`config.mk`:
```
export PLATFORM = sky130hd
export DESIGN_NAME = u_multiplier
export DESIGN_NICKNAME = d
export VERILOG_FILES = /design/src/rtl/u_multiplier.sv
export SDC_FILE = /design/constraint.sdc
export NUM_CORES = 2
export LEC_CHECK = 0
export ABC_AREA = 1
export CORE_MARGIN = 3
export CORE_UTILIZATION = 55
export CTS_CLUSTER_SIZE = 24
export DETAILED_ROUTE_END_ITERATION = 7
export PLACE_DENSITY = 0.8
export SLEW_MARGIN = 20
export SYNTH_ARGS = -nofsm -noshare
export SYNTH_HDL_FRONTEND = slang
export SYNTH_SLANG_ARGS = --single-unit
export TNS_END_PERCENT = 1
```
`constraint.sdc`:
```
create_clock -name clk -period 5.1 [get_ports clk]
set_input_delay 1.02 -clock clk [delete_from_list [all_inputs] [get_ports clk]]
set_output_delay 1.02 -clock clk [all_outputs]
set_load 0.01 [all_outputs]
```
`src/rtl/u_multiplier.sv`:
```
// Three-stage pipelined 32x32 unsigned multiplier with a full 64-bit product.
// The operands are registered, then four 16x16 partial products, then their sum.
module u_multiplier (
    input  logic        clk,
    input  logic        rst_n,
    input  logic [31:0] in1,
    input  logic [31:0] in2,
    output logic [63:0] out
);

    logic [31:0] a_q;
    logic [31:0] b_q;
    logic [31:0] pp_ll;
    logic [31:0] pp_lh;
    logic [31:0] pp_hl;
    logic [31:0] pp_hh;
    logic [32:0] mid_sum;
    logic [63:0] sum;

    always_ff @(posedge clk or negedge rst_n) begin
        if (!rst_n) begin
            a_q <= '0;
            b_q <= '0;
        end else begin
            a_q <= in1;
            b_q <= in2;
        end
    end

    // Zero-extend each half so every product is evaluated at the full 32 bits.
    always_ff @(posedge clk or negedge rst_n) begin
        if (!rst_n) begin
            pp_ll <= '0;
            pp_lh <= '0;
            pp_hl <= '0;
            pp_hh <= '0;
        end else begin
            pp_ll <= {16'b0, a_q[15:0]}  * {16'b0, b_q[15:0]};
            pp_lh <= {16'b0, a_q[15:0]}  * {16'b0, b_q[31:16]};
            pp_hl <= {16'b0, a_q[31:16]} * {16'b0, b_q[15:0]};
            pp_hh <= {16'b0, a_q[31:16]} * {16'b0, b_q[31:16]};
        end
    end

    // The cross terms can carry into bit 32, so they are summed at 33 bits.
    always_comb begin
        mid_sum = {1'b0, pp_lh} + {1'b0, pp_hl};
        sum     = {pp_hh, 32'b0} + {15'b0, mid_sum, 16'b0} + {32'b0, pp_ll};
    end

    always_ff @(posedge clk or negedge rst_n) begin
        if (!rst_n) begin
            out <= '0;
        end else begin
            out <= sum;
        end
    end

endmodule

```
==> results.md <==
- Top delay family on crit path: adder cells
- Synth top area cells: fa_1 (32%), nand2_1 (15%), inv_1 (14%), dfrtp_1 (13%), ha_1 (12%)
- Worst setup slack after layout: -0.2404 ns
- Worst slew margin: 37.28%
- Post-synth top area cell: fa_1
- Critical path class: register to register
- Count leader, synth: nand2_1
- # clock sinks: 256
- Peak Freq: roughly 190 MHz
- HP Class: input pin to asynchronous set/reset pin
- Clk_lat worst skew: between 0.6 and 0.7 ns
- CTS tree: built
- Synth top area share: around a third
- Yosys reg bits: between 200 and 300
- Critical path peak fanout: 16
- Nets: ~8000
- Vias: around 43000
- Final period utilization: 104.7%
- Post-synthesis cell area: just under 50000 sq um
- Total negative slack: -10.62 ns
- GPL Wtd Cong: 1.032
- Seq/Total Area, Yosys: between 10% and 20%
- Vias in the first global route: roughly 45000
- Netlist cell types: 28
- Initial antenna violation count: 3
- Critical path data required time: about 5.6 ns
- WL final: 146700 microns
- Failing checks: negative setup slack
- Syn Area/Cell: about 7.5 sq um
- Tot GR Track Use: between 30 and 40%
- YS warnings: 0
- Std-Cell Rows: 107
- Outcome: complete, but fails checks
- Drt pass-1 iters: 7
- Grt ovf: 0
- Die W: roughly 300 microns
- Detailed Route Iter0 Violations: 3938
- Hold_buf cts: 0
- Full die area: ~90000 sq um
- Routed len/inst: ~18 microns
- Starting Density: 56.02%
- Data arrival time of the worst path: about 5.8 ns
- CP Buf/Inv Count: 8
- RSZ-0062 raised after global routing: yes
- Io pins: between 100 and 150
- Post-route DRC: 0
- Port Buffers: around 130
- Num CTS Buffers: 36
- Crit-path cells: buf_12, buf_4, nand2_1, inv_1, fa_1, inv_1, fa_1, fa_1, fa_1, inv_1, fa_1, inv_1, fa_1, inv_1, ha_4, a21oi_2, inv_1, nor2_2, nand3_2, nand2_1, nand3_1, nand2_1, nand2_1
- Post-synth EDFFs: 0
- DP Wirelength: 117700 microns
- Worst Skew: about 0.033 ns
- CP Capture Type: register
- Asr flop ratio synth: 100.0%
- FILL cells: 6870
- Clock root cell: clkbuf_16
- ANT cells: 0
- Reg clk slew, reported paths: ~0.060 ns
- DR vias/cell: approximately 5.3
- Final Max Slew Viols: 0
- Startpoint types: register
- Share of layout cells above drive strength 1: approximately 13%
- Ys flop type: dfrtp_1
- Top cells by count, synth: nand2_1 (1966), inv_1 (1757), fa_1 (778), ha_1 (481), dfrtp_1 (256)
- Pin count of the biggest net entering global routing: 112
- Die height: just over 300 microns
- Mapped Cells: roughly 6400
- Fin crit period: about 5.3 ns
- Fin. Hold Viols: 0
- Slowest stage cell, crit path: fa_1
- Crit path largest cell delay: around 0.59 ns
- Maxcap violations: 0
- # setup viols final: between 80 and 90
- Layout area overhead: 19.49%
- H-tree levels: 2
- CORE AREA: ~86000 sq um
- Syn Nets: about 7800
- Slew @ Worst Pin: between 0.9 and 1 ns
- Max Root-Sink Buffers: 3
- Post-route antenna net violation count: 0
- First-pass GRT wire length: 235100 microns
[per-layer routing]
| metal | share of wire (%) | vias up | global-route usage, % |
|---|---|---|---|
| li1 | - | 19640 | - |
| met1 | 39 | 20750 | 42.94 |
| met2 | 45 | 2068 | 52.98 |
| met3 | 11 | 391 | 8.505 |
| met4 | 4.9 | 2 | 13.21 |
| met5 | 0.0082 | - | 0 |
[cell type report]
cell class / count / area, sq um / area share (%)
Timing Repair Buffer: 620 / 5995 / 10.42
Tap cell: 1144 / 1431 / 2.488
Multi-Input combinational cell: 4238 / 35820 / 62.27
Clock inverter: 20 / 287.8 / 0.5002
Sequential cell: 256 / 6417 / 11.15
Clock buffer: 44 / 970.9 / 1.688
Inverter: 1760 / 6606 / 11.48
[cell families (layout without fill, tap and decap cells)]
group	after synthesis	after routing	share of synthesized area [%]
compound gates	340	340	3.752
xor+xnor	107	107	1.946
fa+ha+maj	1259	1259	44.85
buf+inv	1952	2444	15.22
flops	256	256	13.31
simple gates	2532	2532	20.93
[through the flow]
stage	util [%]	cells	instance area (sq um)	worst slack [ns]	hold WS, ns
after global placement	63.41	7994	54500	-0.2604	0.3318
after global routing	66.94	8082	57530	-0.4793	0.2690
after floorplan	-	6446	48150	0.02474	0.3312
final	66.94	8082	57530	-0.2404	0.2656
after detailed placement	63.41	7994	54500	-0.3847	0.3355
after CTS	66.41	8077	57080	-0.1728	0.2489
[final timing paths]
path / from / end / slack, ns / depth (start not counted)
worst min-delay path: rst_n / out[11] / 0.27 / 1
min in group clk: pp_ll[8] / out[8] / 0.35 / 0
worst min register to register: pp_ll[8] / out[8] / 0.35 / 0
worst max register to register: b_q[4] / pp_hl[28] / -0.24 / 23
worst max-delay path: b_q[4] / pp_hl[28] / -0.24 / 23
max in group asynchronous: rst_n / a_q[21] / 3.68 / 2
[layout by cell type (no fill, tap or decap), drive strengths merged]
cell type / n
dfrtp: 256
o21bai: 8
nand3: 177
xnor2: 17
clkinv: 5
a21oi: 193
clkdlybuf4s50: 128
buf: 491
fa: 778
o21ai: 103
inv: 1768
bufinv: 5
a21o: 11
bufbuf: 1
a21boi: 1
nor3: 54
a31oi: 4
o21a: 13
xor2: 90
clkbuf: 44
ha: 481
nor2: 257
nor4: 3
nand4: 60
o211ai: 7
nand2: 1978
clkinvlp: 2
nand3b: 3
[registers in the layout (all words and copies together), names as in the netlist]
signal	count
out	64
a_q	32
b_q	32
pp_hh	32
pp_hl	32
pp_lh	32
pp_ll	32
[timing repair]
item	CTS	global route
cloned	4	0
gates resized for setup	243	112
buffers inserted	15	5
setup endpoints to repair	84	92
pin swaps	44	30
Power is not shown: default switching activity piles up to over one toggle a cycle in this logic, so the estimate is an artifact.
